### src/rtl/bus_xfer_sequencer.sv
// Queued control-word sequencer: plays each command out as SETUP/STROBE/HOLD T-states.
// Optional command legality checking is enabled by defining BUS_CHECK_EN.
module bus_xfer_sequencer #(
  parameter int unsigned N_MASTERS  = 19,
  parameter int unsigned N_SLAVES   = 17,
  parameter int unsigned N_AMASTERS = 4,
  parameter int unsigned ID_W       = 5,
  parameter int unsigned AID_W      = 2,
  parameter int unsigned OPC_W      = 5,
  parameter int unsigned CNT_W      = 4,
  parameter int unsigned FIFO_DEPTH = 4,
  localparam int unsigned CMD_W     = OPC_W + 2*ID_W + AID_W + 1 + CNT_W
) (
  input  logic                  clk,
  input  logic                  reset,
  input  logic                  hlt,
  input  logic                  cmd_valid,
  output logic                  cmd_ready,
  input  logic [CMD_W-1:0]      cmd_data,
  output logic [N_MASTERS-1:0]  oe,
  output logic [N_SLAVES-1:0]   we,
  output logic [N_AMASTERS-1:0] aoe,
  output logic [OPC_W-1:0]      alu_opcode,
  output logic                  pc_inr,
  output logic [3:0]            T,
  output logic                  busy,
  output logic                  done,
  output logic                  err
);

  localparam int unsigned PTR_W  = $clog2(FIFO_DEPTH);
  localparam int unsigned FCNT_W = PTR_W + 1;
  localparam int unsigned REP_LSB  = 0;
  localparam int unsigned PC_LSB   = CNT_W;
  localparam int unsigned AMID_LSB = CNT_W + 1;
  localparam int unsigned SID_LSB  = AMID_LSB + AID_W;
  localparam int unsigned MID_LSB  = SID_LSB + ID_W;
  localparam int unsigned OPC_LSB  = MID_LSB + ID_W;

  localparam logic [1:0] S_IDLE   = 2'd0;
  localparam logic [1:0] S_SETUP  = 2'd1;
  localparam logic [1:0] S_STROBE = 2'd2;
  localparam logic [1:0] S_HOLD   = 2'd3;

  logic [CMD_W-1:0]  fifo_mem [FIFO_DEPTH];
  logic [PTR_W-1:0]  wr_ptr, rd_ptr;
  logic [FCNT_W-1:0] fifo_cnt;
  logic              full, empty, push, pop, drop, rep_dec, illegal_c;
  logic [CMD_W-1:0]  head;

  logic [1:0]        state, state_nxt;
  logic [OPC_W-1:0]  cur_opc;
  logic [ID_W-1:0]   cur_mid, cur_sid;
  logic [AID_W-1:0]  cur_amid;
  logic              cur_pc;
  logic [CNT_W-1:0]  rep_left;
  logic              strobe_go;

  assign full      = (fifo_cnt == FCNT_W'(FIFO_DEPTH));
  assign empty     = (fifo_cnt == '0);
  assign push      = cmd_valid && !full;
  assign cmd_ready = !full;
  assign head      = fifo_mem[rd_ptr];
  assign busy      = (state != S_IDLE) || !empty;
  assign done      = (state == S_HOLD) && !hlt && (rep_left == '0);
  assign strobe_go = (state == S_STROBE) && !hlt;

`ifdef BUS_CHECK_EN
  logic err_q;

  // Same register on both sides of the bus, or any ID with no matching line
  assign illegal_c = (head[MID_LSB +: ID_W] == head[SID_LSB +: ID_W])
                  || (32'(head[MID_LSB +: ID_W]) >= N_MASTERS)
                  || (32'(head[SID_LSB +: ID_W]) >= N_SLAVES)
                  || (32'(head[AMID_LSB +: AID_W]) >= N_AMASTERS);

  always_ff @(posedge clk) begin
    if (reset)              err_q <= 1'b0;
    else if (pop && drop)   err_q <= 1'b1;
  end

  assign err = err_q;
`else
  assign illegal_c = 1'b0;
  assign err       = 1'b0;
`endif

  // Command FIFO storage
  always_ff @(posedge clk) begin
    if (push) fifo_mem[wr_ptr] <= cmd_data;
  end

  // FIFO pointers and occupancy
  always_ff @(posedge clk) begin
    if (reset) begin
      wr_ptr   <= '0;
      rd_ptr   <= '0;
      fifo_cnt <= '0;
    end else begin
      if (push) wr_ptr <= wr_ptr + PTR_W'(1);
      if (pop)  rd_ptr <= rd_ptr + PTR_W'(1);
      fifo_cnt <= fifo_cnt + FCNT_W'(push) - FCNT_W'(pop);
    end
  end

  // State register
  always_ff @(posedge clk) begin
    if (reset) state <= S_IDLE;
    else       state <= state_nxt;
  end

  // Next-state logic; hlt freezes the sequence and the FIFO read side
  always_comb begin
    state_nxt = state;
    pop       = 1'b0;
    drop      = 1'b0;
    rep_dec   = 1'b0;
    if (!hlt) begin
      case (state)
        S_IDLE: begin
          if (!empty) begin
            pop  = 1'b1;
            drop = illegal_c;
            if (!illegal_c) state_nxt = S_SETUP;
          end
        end
        S_SETUP:  state_nxt = S_STROBE;
        S_STROBE: state_nxt = S_HOLD;
        default: begin
          if (rep_left != '0) begin
            rep_dec   = 1'b1;
            state_nxt = S_SETUP;
          end else if (!empty) begin
            pop       = 1'b1;
            drop      = illegal_c;
            state_nxt = illegal_c ? S_IDLE : S_SETUP;
          end else begin
            state_nxt = S_IDLE;
          end
        end
      endcase
    end
  end

  // Current-command register and repeat counter
  always_ff @(posedge clk) begin
    if (reset) begin
      cur_opc  <= '0;
      cur_mid  <= '0;
      cur_sid  <= '0;
      cur_amid <= '0;
      cur_pc   <= 1'b0;
      rep_left <= '0;
    end else if (pop && !drop) begin
      cur_opc  <= head[OPC_LSB +: OPC_W];
      cur_mid  <= head[MID_LSB +: ID_W];
      cur_sid  <= head[SID_LSB +: ID_W];
      cur_amid <= head[AMID_LSB +: AID_W];
      cur_pc   <= head[PC_LSB];
      rep_left <= head[REP_LSB +: CNT_W];
    end else if (rep_dec) begin
      rep_left <= rep_left - CNT_W'(1);
    end
  end

  // One-hot bus control decode from registered state and command
  always_comb begin
    oe         = '0;
    we         = '0;
    aoe        = '0;
    alu_opcode = '0;
    pc_inr     = 1'b0;
    case (state)
      S_SETUP:  T = 4'b0001;
      S_STROBE: T = 4'b0010;
      S_HOLD:   T = 4'b0100;
      default:  T = 4'b1000;
    endcase
    if (state != S_IDLE) begin
      alu_opcode = cur_opc;
      pc_inr     = strobe_go && cur_pc;
      for (int i = 0; i < N_MASTERS; i++)  oe[i]  = (cur_mid == ID_W'(i));
      for (int i = 0; i < N_SLAVES; i++)   we[i]  = strobe_go && (cur_sid == ID_W'(i));
      for (int i = 0; i < N_AMASTERS; i++) aoe[i] = (cur_amid == AID_W'(i));
    end
  end

endmodule
### config.mk
export PLATFORM = sky130hd
export DESIGN_NAME = bus_xfer_sequencer
export DESIGN_NICKNAME = d
export VERILOG_FILES = /design/src/rtl/bus_xfer_sequencer.sv
export SDC_FILE = /design/constraint.sdc
export NUM_CORES = 1
export LEC_CHECK = 0
export ABC_AREA = 1
export CAP_MARGIN = 10
export CORE_MARGIN = 2
export CORE_UTILIZATION = 54
export DETAILED_ROUTE_END_ITERATION = 10
export PLACE_DENSITY = 0.86
export REMOVE_ABC_BUFFERS = 1
export SYNTH_ARGS = -nofsm -noshare
export SYNTH_HDL_FRONTEND = slang
export SYNTH_SLANG_ARGS = --single-unit
### constraint.sdc
create_clock -name clk -period 3.01 [get_ports clk]
set_input_delay 0.602 -clock clk [delete_from_list [all_inputs] [get_ports clk]]
set_output_delay 0.602 -clock clk [all_outputs]
set_load 0.005 [all_outputs]
==> results_dict.tcl, run 1 <==
set metrics [dict create \
    drive_gt1_share_pct 11.8 \
    path_clk_slew_ps 60 \
    dieArea_um2 10500 \
    maxSlewViolCount 0 \
    syn_area_per_cell_um2 10.2 \
    max_cap_viol_count 0 \
    switchingPower_mw 2.00 \
    p_total_mw 5.77 \
    synth_cell_types 35 \
    wire_per_inst_um 15.0 \
    routabilityCongestion 0.800 \
    synthCells 514 \
    crit_required_ps 2410 \
    vias_per_cell 5.31 \
    io_buffers 78 \
    worstSetupPathType "in2out" \
    yosysWarnings 0 \
    fp.coreArea_um2 9330 \
    crit_chain "clkdlybuf4s50_1 > inv_2 > nand2_2 > nor3_4 > nand3_2 > nor2_1 > clkdlybuf4s50_1" \
    die_y_um 102 \
    status "finished, final reports clean" \
    num_antenna_cells 0 \
    clock_latency_ps 520 \
    grt_usage_pct 22.6 \
    drc 0 \
    hold_path_class "reg2reg" \
    max_freq_mhz 343 \
    rows 35 \
    nets 640 \
    fin_crit_sh_pct 96.9 \
    final_util_pct 72.0 \
    cts_buffer_depth 2 \
    post-dp-hpwl_um 6850 \
    io_pins 80 \
    swShare_pct 34.6 \
    tightest_slew_ps 700 \
    p_int_mw 3.78 \
    die_w_um 102 \
    worst_setup_path_end_kind "output port" \
    cts_root_buffer "clkbuf_8" \
    grt_pass1_vias 3841 \
    drt-initial-drc-count 281 \
    crit_arrival_ps 2320 \
    area_delta_synth_final_pct 28.5 \
    initial_core_util_pct 56.0 \
    drt-total-wl_um 11100 \
    p_comb_share_pct 30.5 \
    cts_tree "done" \
    seqPwrFrac_pct 39.4 \
    place_ws_ps 59.5 \
    cp_slowest_cell "clkdlybuf4s50_1" \
    crit_path_start_kind "primary input" \
    ys_ff_latch 121 \
    pwr-share-clk_pct 30.1 \
    cts_buffers 17 \
    netlist_area_um2 5230 \
    gr-total-overflow 0 \
    drt_first_pass_iters 5 \
    rsz0062_at_grt "no" \
    cts_hold_buf 0 \
    antenna_found_initial 0 \
    grt_pass1_wl_um 17500 \
    hold_viol 0 \
    period_minus_slack_ps 2920 \
    cp_common_cell "clkdlybuf4s50_1" \
    fin_ws_ps 92.5 \
    slew_headroom_pct 53.2 \
    tns_ps 0 \
    power.density_nw_per_um2 859 \
    p_leak_nw 2.48 \
    yosysSeqAreaShare_pct 63.2 \
    fin_skew_ps 6.63 \
    ir_worst_vdd_uv 465 \
    cts.sinks 121 \
    setup_viol 0 \
    ant_nets 0 \
    slowest_delay_ps 510 \
    via_count 3935 \
    worstPathMaxFanout 4 \
    grt_max_degree 45 \
    htree_levels 4 \
]
## through the flow
stage          area (µm²)  std cells  hold WS (ps)
2_1_floorplan        5090        491           432
6_report             6720        741           456
5_1_grt              6720        741           488
4_1_cts              6660        740           457
3_5_place_dp         6120        708           448
3_3_place_gp         6120        708           444
## cells in the final DEF (no fill, tap or decap), types with 2 or more instances in the layout
cell             Yosys  routed
nor2_1             123     117
edfxtp_1            88      88
clkdlybuf4s50_1      0      77
o21ai_0             57      57
inv_1               43      41
nand2_1             35      32
dfxtp_1             33      31
o21ai_1             26      26
a21oi_1             19      19
clkbuf_16            0      16
nand3_1             16      14
ha_1                14      12
buf_4                7      11
nor2_2               2       7
nor3_1               7       7
o22ai_1              7       7
clkinv_4             0       6
nand2_2              2       5
clkinv_2             0       4
nand3_2              1       3
clkinvlp_4           0       3
nor2_4               1       2
inv_4                1       2
or2_2                2       2
inv_2                1       2
nand3b_1             2       2
xor2_1               2       2
ha_4                 0       2
dfxtp_2              0       2
## layout make-up
type | count | area, µm²
Clock inverter | 14 | 104
Tap cell | 129 | 161
Clock buffer | 18 | 418
Inverter | 45 | 174
Fill cell | 618 | 2610
Timing Repair Buffer | 89 | 866
Multi-Input combinational cell | 325 | 1690
Sequential cell | 121 | 3310
## Yosys cell counts
master,number,share of area [%]
ha_1,14,3.4
nor3b_1,1,0.14
fa_1,1,0.38
o21ai_0,57,5.5
conb_1,1,0.072
edfxtp_1,88,51
buf_2,8,0.77
xnor2_1,1,0.17
nand2_2,2,0.24
inv_1,43,3.1
buf_4,7,1.0
nand3_1,16,1.5
nand3b_1,2,0.29
nor2_1,123,8.8
xor2_1,2,0.34
clkbuf_2,2,0.19
o22ai_1,7,0.84
nand3_4,1,0.34
o32ai_1,1,0.17
buf_6,1,0.22
o21ai_1,26,2.5
nand3_2,1,0.19
clkbuf_1,5,0.36
or2_2,2,0.24
a21oi_1,19,1.8
dfxtp_1,33,13
inv_4,1,0.12
inv_2,1,0.072
nor2_2,2,0.24
nand2_1,35,2.5
a21oi_2,1,0.17
nor3_1,7,0.67
nor2_4,1,0.22
nand4_1,1,0.12
nor3_2,1,0.19
## layer usage
metal	vias up	GRT usage (%)	part of all wire [%]
li1	1905	-	-
met1	1858	26.0	41
met2	161	38.0	51
met3	11	7.52	6.7
met4	0	11.1	1.5
met5	-	0	0
## timing repair
item | CTS | global route
gates resized for setup | 4 | 15
endpoints found under the setup margin | 33 | 33
buffers inserted | 0 | 1
pin swaps | 0 | 3
## registers in the layout, summed over array words and instances (netlist names), named ones only
signal    flops
cur_amid      2
fifo_cnt      3
rd_ptr        2
rep_left      4
cur_pc        1
cur_mid       5
fifo_mem     88
cur_opc       5
cur_sid       5
wr_ptr        2
state         2
## logic make-up after synthesis
| logic type | Yosys count | synth area share, % |
|---|---|---|
| AND/OR/NAND/NOR | 195 | 15.7 |
| flip-flops | 121 | 63.2 |
| AO/OA/AOI/OAI | 111 | 10.9 |
| buffers and inverters | 68 | 5.82 |
| adder cells (fa/ha/maj) | 15 | 3.73 |
| XOR/XNOR | 3 | 0.503 |
| other | 1 | 0.0717 |
## critical path, delay by kind of cell
kind / cells / cell delay [ps]
buf+inv: 3 / 1050
simple gates: 4 / 660
## worst paths after layout
| check | from | endpoint | slack (ps) | cells after the start |
|---|---|---|---|---|
| setup / recovery | hlt | we[11] | 90 | 7 |
| setup reg to reg | state[1] | fifo_cnt[2] | 670 | 12 |
| hold / removal | cur_opc[4] | cur_opc[4] | 460 | 2 |
| hold reg to reg | cur_opc[4] | cur_opc[4] | 460 | 2 |
## power by group through the flow
stage,logic [mW],clock network (mW),registers (mW)
after floorplan,1.03,0,2.29
after global placement,1.59,0,2.27
after detailed placement,1.66,0,2.29
after CTS,1.70,1.75,2.26
after global routing,1.98,1.83,2.31
final,1.76,1.74,2.28
(Power assumes the default switching activity.)
==> run 2: changes to the inputs <==
--- a/config.mk
+++ b/config.mk
@@ -10,7 +10,7 @@
 export CORE_MARGIN = 2
 export CORE_UTILIZATION = 54
 export DETAILED_ROUTE_END_ITERATION = 10
-export PLACE_DENSITY = 0.86
+export PLACE_DENSITY = 0.8
 export REMOVE_ABC_BUFFERS = 1
 export SYNTH_ARGS = -nofsm -noshare
 export SYNTH_HDL_FRONTEND = slang
==> results_dict.tcl, run 2 (same netlist as run 1, synthesis figures left out) <==
set metrics [dict create \
    num_antenna_cells 0 \
    final_util_pct 73.3 \
    power.density_nw_per_um2 893 \
    drive_gt1_share_pct 12.6 \
    final_area_um2 6840 \
    fin_ws_ps 74.6 \
    crit_required_ps 2410 \
    rows 35 \
    io_pins 80 \
    io_buffers 78 \
    cts_buffers 17 \
    path_clk_slew_ps 60 \
    grt_max_degree 45 \
    die_w_um 102 \
    grt_usage_pct 23.2 \
    slew_headroom_pct 51.6 \
    worstSetupPathType "in2out" \
    cts.sinks 121 \
    cts_root_buffer "clkbuf_8" \
    die_y_um 102 \
    initial_core_util_pct 56.0 \
    cts_hold_buf 0 \
    ant_nets 0 \
    largest_reg_flops 88 \
    drt_first_pass_iters 5 \
    area_delta_synth_final_pct 30.9 \
    max_cap_viol_count 0 \
    dieArea_um2 10500 \
    drc 0 \
    worstPathMaxFanout 4 \
    antenna_found_initial 0 \
    htree_levels 4 \
    routabilityCongestion 0.790 \
    max_freq_mhz 341 \
    status "finished, final reports clean" \
    via_count 3974 \
    cts_buffer_depth 2 \
    largest_register "fifo_mem" \
    ir_worst_vdd_uv 472 \
    layout_common_cells "nor2_1 (117), edfxtp_1 (88), clkdlybuf4s50_1 (74), o21ai_0 (57), inv_1 (41)" \
    mostFrequentLayoutCell "nor2_1" \
    cts_tree "done" \
    p_total_mw 6.11 \
    crit_arrival_ps 2330 \
    hold_viol 0 \
    worst_setup_path_end_kind "output port" \
    grt_pass1_wl_um 18100 \
    setup_viol 0 \
    crit_path_start_kind "primary input" \
    place_ws_ps 39.1 \
    gr-total-overflow 0 \
    fp.coreArea_um2 9330 \
    clock_latency_ps 520 \
    wire_per_inst_um 15.7 \
    tightest_slew_ps 725 \
    drt-total-wl_um 11700 \
    fin_skew_ps 7.60 \
    post-dp-hpwl_um 6820 \
    nets 646 \
    placed_cell_area_um2 6120 \
    p_leak_nw 2.59 \
    period_minus_slack_ps 2940 \
    hold_path_class "reg2reg" \
    maxSlewViolCount 0 \
    fin_crit_sh_pct 97.5 \
    grt_pass1_vias 3892 \
    vias_per_cell 5.32 \
    drt-initial-drc-count 232 \
]
-- run 2: changes by cell type in the layout (fill, tap and decap cells not counted), moves of 2 or more --
cell / before / now
buf_4: 11 / 17
bufinv_16: 0 / 3
clkbuf_8: 1 / 3
clkdlybuf4s50_1: 77 / 74
clkinv_4: 6 / 1
dlymetal6s2s_1: 1 / 4
-- run 2: per-stage QoR --
stage | setup TNS (ps) | instances | hold WS [ps]
after detailed placement | 0 | 708 | 447
after global placement | 0 | 708 | 444
after global routing | -70.7 | 747 | 486
final | 0 | 747 | 454
after CTS | -3.92 | 740 | 455
after floorplan | 0 | 491 | 432
-- run 2: power breakdown --
part / leakage, nW / switching [mW] / internal (mW)
Sequential: 1.08 / 0.178 / 2.10
Combinational: 1.23 / 1.12 / 0.707
Clock: 0.283 / 0.706 / 1.30
Total: 2.59 / 2.00 / 4.10
-- run 2: per-layer routing --
metal / vias up / global-route usage [%] / part of all wire (%)
li1: 1923 / - / -
met1: 1878 / 27.7 / 41
met2: 157 / 39.4 / 51
met3: 16 / 7.73 / 6.4
met4: 0 / 8.41 / 1.4
met5: - / 0 / 0
-- run 2: critical path: stages --
cell             delay [ps]
clkdlybuf4s50_1         450
inv_2                   110
nand2_2                  90
nor3_4                  280
nand3_2                 160
nor2_1                  130
clkdlybuf4s50_1         520
-- run 2: area by class of cell --
cell class / count / area (µm²)
clock buffer: 20 / 445
sequential: 121 / 3310
inverter: 45 / 174
tap: 129 / 161
fill: 652 / 2490
timing repair buffer: 95 / 918
multi-input combinational: 325 / 1690
clock inverter: 12 / 149
-- run 2: worst paths after layout --
path,endpoint,depth (start not counted),from,slack (ps)
worst max-delay path,we[3],7,hlt,70
worst min-delay path,cur_opc[2],2,cur_opc[2],450
worst max register to register,fifo_cnt[2],13,state[1],580
worst min register to register,cur_opc[2],2,cur_opc[2],450
-- run 2: repair_timing --
item | 4_1_cts | 5_1_grt
pin swaps | 0 | 5
resized for setup | 4 | 17
setup buffers | 0 | 7
cloned | 0 | 0
setup endpoints to repair | 39 | 32
==> run 3: changes to the inputs <==
--- a/config.mk
+++ b/config.mk
@@ -9,6 +9,7 @@
 export CAP_MARGIN = 10
 export CORE_MARGIN = 2
 export CORE_UTILIZATION = 54
+export CTS_CLUSTER_DIAMETER = 80
 export DETAILED_ROUTE_END_ITERATION = 10
 export PLACE_DENSITY = 0.8
 export REMOVE_ABC_BUFFERS = 1
==> results of run 3 <==
Same layout as run 2: the final DEF is identical, and so are final timing and power.
